$ cat src/rtl/byte_fifo_ctrl.sv
// byte_fifo_ctrl
//   Single-clock byte FIFO controller for an external 2K x 9 dual-port block
//   RAM. Port A writes and port B reads. The RAM output latch is the head
//   register, so both sides present a first-word-fall-through valid/ready
//   handshake. A parity bit is generated on write and checked on the head.
//
// Ports
//   CLK, RST          clock (rising edge), asynchronous active-high reset
//   FLUSH             one-cycle synchronous clear of pointers, head and error
//   WR_VALID/READY    producer handshake, WR_DATA is the byte offered
//   RD_VALID/READY    consumer handshake, RD_DATA is the head byte
//   RD_PERR           parity mismatch on the head (only with RD_VALID)
//   PERR_STICKY       latched parity error, cleared by RST or FLUSH
//   COUNT             entries held, RAM contents plus the head
//   RAM_*             address/data/enable signals to the dual-port RAM
module byte_fifo_ctrl #(
    parameter int unsigned ADDR_W     = 9,
    parameter bit          PARITY_ODD = 1'b0
) (
    input  logic            CLK,
    input  logic            RST,
    input  logic            FLUSH,
    input  logic            WR_VALID,
    output logic            WR_READY,
    input  logic [7:0]      WR_DATA,
    output logic            RD_VALID,
    input  logic            RD_READY,
    output logic [7:0]      RD_DATA,
    output logic            RD_PERR,
    output logic            PERR_STICKY,
    output logic [ADDR_W:0] COUNT,
    output logic [10:0]     RAM_ADDRA,
    output logic [7:0]      RAM_DIA,
    output logic            RAM_DIPA,
    output logic            RAM_ENA,
    output logic            RAM_WEA,
    output logic [10:0]     RAM_ADDRB,
    output logic            RAM_ENB,
    input  logic [7:0]      RAM_DOB,
    input  logic            RAM_DOPB
);

    localparam int unsigned PTR_W = ADDR_W + 1;

    logic [ADDR_W:0] wr_ptr_q, wr_ptr_d;
    logic [ADDR_W:0] rd_ptr_q, rd_ptr_d;
    logic            rd_valid_q, rd_valid_d;
    logic            perr_sticky_q, perr_sticky_d;

    logic [ADDR_W:0] ram_cnt;
    logic            wr_accept;
    logic            fetch;
    logic            head_perr;

    // Pointers carry one extra wrap bit, so the difference is the exact
    // number of entries still in the RAM (0..DEPTH).
    assign ram_cnt = wr_ptr_q - rd_ptr_q;

    // ram_cnt never exceeds DEPTH, so its MSB is set only when exactly full.
    assign WR_READY  = !RST && !FLUSH && !ram_cnt[ADDR_W];
    assign wr_accept = WR_VALID && WR_READY;

    // Refill the head when it is empty or being consumed this cycle. Only
    // entries committed at earlier edges count, so a fetch never hits the
    // address being written in the same cycle.
    assign fetch = !FLUSH && (ram_cnt != '0) && (!rd_valid_q || RD_READY);

    assign head_perr = rd_valid_q && ((^RAM_DOB) ^ RAM_DOPB ^ PARITY_ODD);

    assign RD_VALID    = rd_valid_q;
    assign RD_DATA     = RAM_DOB;
    assign RD_PERR     = head_perr;
    assign PERR_STICKY = perr_sticky_q;
    assign COUNT       = ram_cnt + PTR_W'(rd_valid_q);

    assign RAM_ENA  = wr_accept;
    assign RAM_WEA  = wr_accept;
    assign RAM_ENB  = fetch;
    assign RAM_DIA  = RST ? 8'h00 : WR_DATA;
    assign RAM_DIPA = RST ? 1'b0 : ((^WR_DATA) ^ PARITY_ODD);

    always_comb begin
        RAM_ADDRA = '0;
        RAM_ADDRB = '0;
        RAM_ADDRA[ADDR_W-1:0] = wr_ptr_q[ADDR_W-1:0];
        RAM_ADDRB[ADDR_W-1:0] = rd_ptr_q[ADDR_W-1:0];
    end

    always_comb begin
        wr_ptr_d      = wr_ptr_q;
        rd_ptr_d      = rd_ptr_q;
        rd_valid_d    = rd_valid_q;
        perr_sticky_d = perr_sticky_q;
        if (FLUSH) begin
            wr_ptr_d      = '0;
            rd_ptr_d      = '0;
            rd_valid_d    = 1'b0;
            perr_sticky_d = 1'b0;
        end else begin
            if (wr_accept) begin
                wr_ptr_d = wr_ptr_q + PTR_W'(1);
            end
            if (fetch) begin
                rd_ptr_d   = rd_ptr_q + PTR_W'(1);
                rd_valid_d = 1'b1;
            end else if (RD_READY) begin
                rd_valid_d = 1'b0;
            end
            if (head_perr) begin
                perr_sticky_d = 1'b1;
            end
        end
    end

    always_ff @(posedge CLK or posedge RST) begin
        if (RST) begin
            wr_ptr_q      <= '0;
            rd_ptr_q      <= '0;
            rd_valid_q    <= 1'b0;
            perr_sticky_q <= 1'b0;
        end else begin
            wr_ptr_q      <= wr_ptr_d;
            rd_ptr_q      <= rd_ptr_d;
            rd_valid_q    <= rd_valid_d;
            perr_sticky_q <= perr_sticky_d;
        end
    end

endmodule

$ cat config.mk
export PLATFORM = sky130hd
export DESIGN_NAME = byte_fifo_ctrl
export DESIGN_NICKNAME = d
export VERILOG_FILES = /design/src/rtl/byte_fifo_ctrl.sv
export SDC_FILE = /design/constraint.sdc
export NUM_CORES = 1
export LEC_CHECK = 0
export ABC_AREA = 1
export BUFFER_PORTS_ARGS = -buffer_cell sky130_fd_sc_hd__clkbuf_2
export CORE_ASPECT_RATIO = 1.75
export CORE_MARGIN = 3
export CORE_UTILIZATION = 52
export DETAILED_ROUTE_END_ITERATION = 7
export GPL_TIMING_DRIVEN = 1
export HOLD_SLACK_MARGIN = 0.15
export PLACE_DENSITY = 0.81
export SYNTH_ARGS = -nofsm -noshare
export SYNTH_HDL_FRONTEND = slang
export SYNTH_SLANG_ARGS = --single-unit
$ cat constraint.sdc
create_clock -name CLK -period 2.9 [get_ports CLK]
set_input_delay 0.435 -clock CLK [delete_from_list [all_inputs] [get_ports CLK]]
set_output_delay 0.435 -clock CLK [all_outputs]
set_load 0.03 [all_outputs]
Word level (Yosys, flattened, before mapping)
Cells that the tools add are included.
- bits in registers: 22
- input port bits: 22
- output and inout port bits: 56
- $add $sub $neg: 4
- multiplexer cells: 11
- bitwise logic cells: 1
- reductions and logical operators: 18
- operators with widths (cell ; number):
    10-bit 2-to-1 mux ; 4
    10-bit by 1-bit adder with 10-bit output (second input constant) ; 2
    8-bit parity ; 2
    10-bit by 1-bit adder with 10-bit output ; 1
    10-bit nonzero test ; 1
    10-bit subtractor ; 1
    8-bit 2-to-1 mux ; 1
    1-bit logical AND ; 6
    1-bit 2-to-1 mux ; 6
    2-bit nonzero test ; 3
    1-bit logical NOT ; 4
    3-bit nonzero test ; 1
    1-bit logical OR ; 1
    1-bit XOR ; 1

Longest topological paths before layout
- depth after elaboration: 6
- mapped depth: 17
- mapped depth without buffers: 16

Worst setup path before layout
No wires, ideal clock.
- path kind: register to output
- start point: register wr_ptr_q[0]
- end point: output COUNT[9]
- data arrival time: 2375 ps
- path slack: 90 ps
- stages on the path, launching flop included: 15
- cell sequence: dfrtp_1 > inv_1 > ha_1 > inv_1 > fa_1 > inv_1 > nand2_1 > nand2_2 > and3_1 > nand2_1 > nor2_2 > nand2_1 > nor2_1 > nand3_1 > xor2_1
- longest elaborated chain between the ends: 2
- ends and longest elaborated chain (element ; RTL line ; source):
    start: declaration ; 45 ; logic [ADDR_W:0] wr_ptr_q, wr_ptr_d;
    start signal: assignment ; 122 ; wr_ptr_q <= wr_ptr_d;
    10-bit subtractor ; 57 ; assign ram_cnt = wr_ptr_q - rd_ptr_q;
    10-bit by 1-bit adder with 10-bit output ; 74 ; assign COUNT = ram_cnt + PTR_W'(rd_valid_q);
    end: declaration ; 31 ; output logic [ADDR_W:0] COUNT,
Every way passes these cells.

Worst setup path after layout
- start point: register wr_ptr_q[0]
- end point: output RAM_ENB
- longest elaborated chain between the ends: 4
- ends and longest elaborated chain (element ; RTL line ; source):
    10-bit subtractor ; 57 ;
    10-bit nonzero test ; 66 ; assign fetch = !FLUSH && (ram_cnt != '0) && (!rd_valid_q || RD_READY);
    1-bit logical AND (2 in series) ; 66 ;
    end: declaration ; 38 ; output logic RAM_ENB,
Every way passes these cells.

==> key figures <==
Clock network
  – Clk_lat worst skew: 260 ps
  – Longest Clk Path Bufs: 2
  – CTS buffer count: 3
  – CTS clk-pin slew, worst paths: roughly 80 ps
  – Sink Count: 22
  – CTS tree: built
  – CTS HTree Levels: 1
  – Clk root buf: clkbuf_8

Detailed routing
  – Initial DRC Count: 89
  – Routed wire per std cell: 13.1 µm
  – DRC: 0
  – Routed vias: 2,494
  – Drt first pass iters: 4
  – Total Wirelength: 6250 µm
  – Antenna viol nets, final: 0
  – Via/cell ratio: 5.22

Setup path
  – Worst-path maximum fanout: 3
  – Crit path DAT: 2450 ps
  – Worst path buffer plus inverter count: 4
  – CP top delay family: simple AND/OR/NAND/NOR gates
  – WP depth: 14
  – Slowest stage cell, crit path: fa_2
  – Worst R2R Path Depth: 15
  – Worst setup SP type: register
  – CP endpoint kind: primary output
  – CP Class: register to primary output
  – Critical path cell sequence: inv_2, ha_4, inv_4, fa_2, or2_4, nor2_2, nand3_1, nor2_1, nand2_1, nor2_2, nand3_2, nand2_2, inv_2, buf_8
  – Reg2reg setup slack: 470 ps
  – CP max stage delay: 450 ps
  – Crit path required time: 2470 ps

Place
  – Pre-CTS setup slack: between 150 and 200 ps
  – Post-DP HPWL: approximately 4800 µm
  – Inst Count DP: 466
  – Gp weighted congestion: 0.853
  – Port Buffers: 73
  – Post-DP Area: between 0.002 and 0.003 mm²

Die
  – IO Count: 78
  – Initial core utilization: 0.545
  – Die area: between 0.005 and 0.006 mm²
  – # rows: 32
  – Die extent in y: 96.7 µm
  – Core area: 0.00448 mm²
  – Die Wd: 57.8 µm

Synth
  – Top cell type's share of synthesized area: 0.225
  – Yosys top cell by area: dfrtp_1
  – Syn Inst Count: 366
  – Yosys reg bits: 22
  – Avg Cell Area, Syn: 6.68 µm²
  – Cell Area, Synth: 0.00244 mm²
  – Cell variety after synth: 31
  – Yosys warns: 0
  – Seq/Total Area, Yosys: 0.225
  – Top cells by area, synth: dfrtp_1 (23%), nand2_1 (13%), buf_4 (10%)

Pwr
  – Max VDD drop: 430 µV
  – PD cells: 482 mW/mm²
  – Leakage power: around 1.8 nW
  – Tot Pwr: 1.41 mW

Timing
  – Worst Slack Setup Final: 10.3 ps
  – Final setup violation count: 0
  – Setup_tns: 0 ps
  – Final hold slack: 249 ps
  – Hold Fails Final Rpt: 0
  – Final period util: 0.996
  – Setup Skew: between 1 and 1.5 ps
  – Final slew viol count: 0
  – RSZ-0062 raised after global routing: true
  – Achievable Freq: around 0.35 GHz
  – Final min period: 2890 ps

Worst hold path
  – Worst hold path class: input port to async pin

Job
  – Max Cap Viol: 0

Layout
  – Fillers: between 400 and 500
  – Fin area: 0.00292 mm²
  – Nets@finish: 464
  – Ant. Diodes: 0
  – Ratio of cells with drive above 1 in the final layout: 0.328
  – Synthesis-to-finish area growth: 19.5%
  – Fin util: 0.651
  – Post-route insts no fill: 478

GRT
  – Largest net degree at the start of global routing: 16
  – Initial antenna violation count: 0
  – Grt ovf: 0
  – Vias in the first global route: 2,304
  – First-pass GRT wire length: 10,200 µm
  – GRT Overall Usage: 0.225

Outcome
  – Status: finished, final reports clean
## path summary, 6_finish.rpt
path,startpoint,end
worst max-delay path,wr_ptr_q[0],RAM_ENB
worst min-delay path,RST,rd_ptr_q[7]
worst max register to register,wr_ptr_q[0],rd_ptr_q[9]
worst min register to register,PERR_STICKY,PERR_STICKY
max in group asynchronous,RST,RD_VALID
min in group CLK,RD_READY,RD_VALID
## repair_timing
item / CTS / global route
setup buffers: 4 / 4
hold endpoints to repair: 0 / 0
hold buffers: 0 / 0
setup endpoints to repair: 3 / 7
pin swaps: 13 / 13
resized for setup: 15 / 28
## cell type report
| class | count | area, µm² | share of cell area |
|---|---|---|---|
| multi-input cells | 254 | 1510 | 0.517 |
| flip-flops and latches | 22 | 551 | 0.189 |
| well taps | 51 | 63.8 | 0.0219 |
| inverters | 54 | 205 | 0.0703 |
| repair buffers | 93 | 536 | 0.183 |
| clock buffers | 4 | 55.1 | 0.0189 |
## placed cells by master, fill, tap and decap left out, drive strengths merged, types with 2 or more instances in the layout
cell / count
a21oi: 6
or2: 2
ha: 13
dfrtp: 22
clkbuf: 73
nand4: 8
nor2: 36
nor3: 2
nand3b: 4
buf: 24
xnor2: 12
nand3: 50
nand2: 89
inv: 53
conb: 4
xor2: 21
o21ai: 3
## kinds of logic after synthesis
logic type	after synthesis	share of synthesized area
and+or+nand+nor	192	0.356
buffers and inverters	93	0.198
xor gates and xnor gates	33	0.118
DFF	22	0.225
adders and majority gates	14	0.0748
AOI/OAI and AO/OA	11	0.0261
other	1	0.00153
## synthesized netlist by cell type, drive strengths merged
cell type and number:
nand2 89, inv 53, nand3 50, buf 38
nor2 36, dfrtp 22, xor2 21, ha 13
xnor2 12, nand4 8, a21oi 6, nand3b 4
o21ai 3, nor3 2, or2 2, and3 1
clkbuf 1, clkinv 1, conb 1, fa 1
o21a 1, o31ai 1
## state kept, by name, summed over array words and instances (netlist names)
name	cells
PERR_STICKY	1
RD_VALID	1
rd_ptr_q	10
wr_ptr_q	10
## where the power goes
part	switching, mW	internal (mW)
Combinational	0.568	0.281
Clock	0.102	0.121
Sequential	0.0143	0.320
Total	0.684	0.722
## metal layers
metal | track usage | routed length (µm)
met4 | 0.0946 | 209
met3 | 0.0294 | 446
met1 | 0.254 | 2230
met5 | 0 | 0
met2 | 0.406 | 3370
## worst reg2reg max path: stages (launching register included)
cell,delay (ps)
dfrtp_1,390
inv_2,80
ha_4,150
inv_4,40
fa_2,450
or2_4,270
nor2_2,70
nand3_1,70
nor2_1,100
nand2_1,70
nor2_2,140
nand3_2,110
nand2_2,90
buf_4,180
nand3_1,90
nand2_1,70
Note: power is estimated with default switching activity, not from simulation.
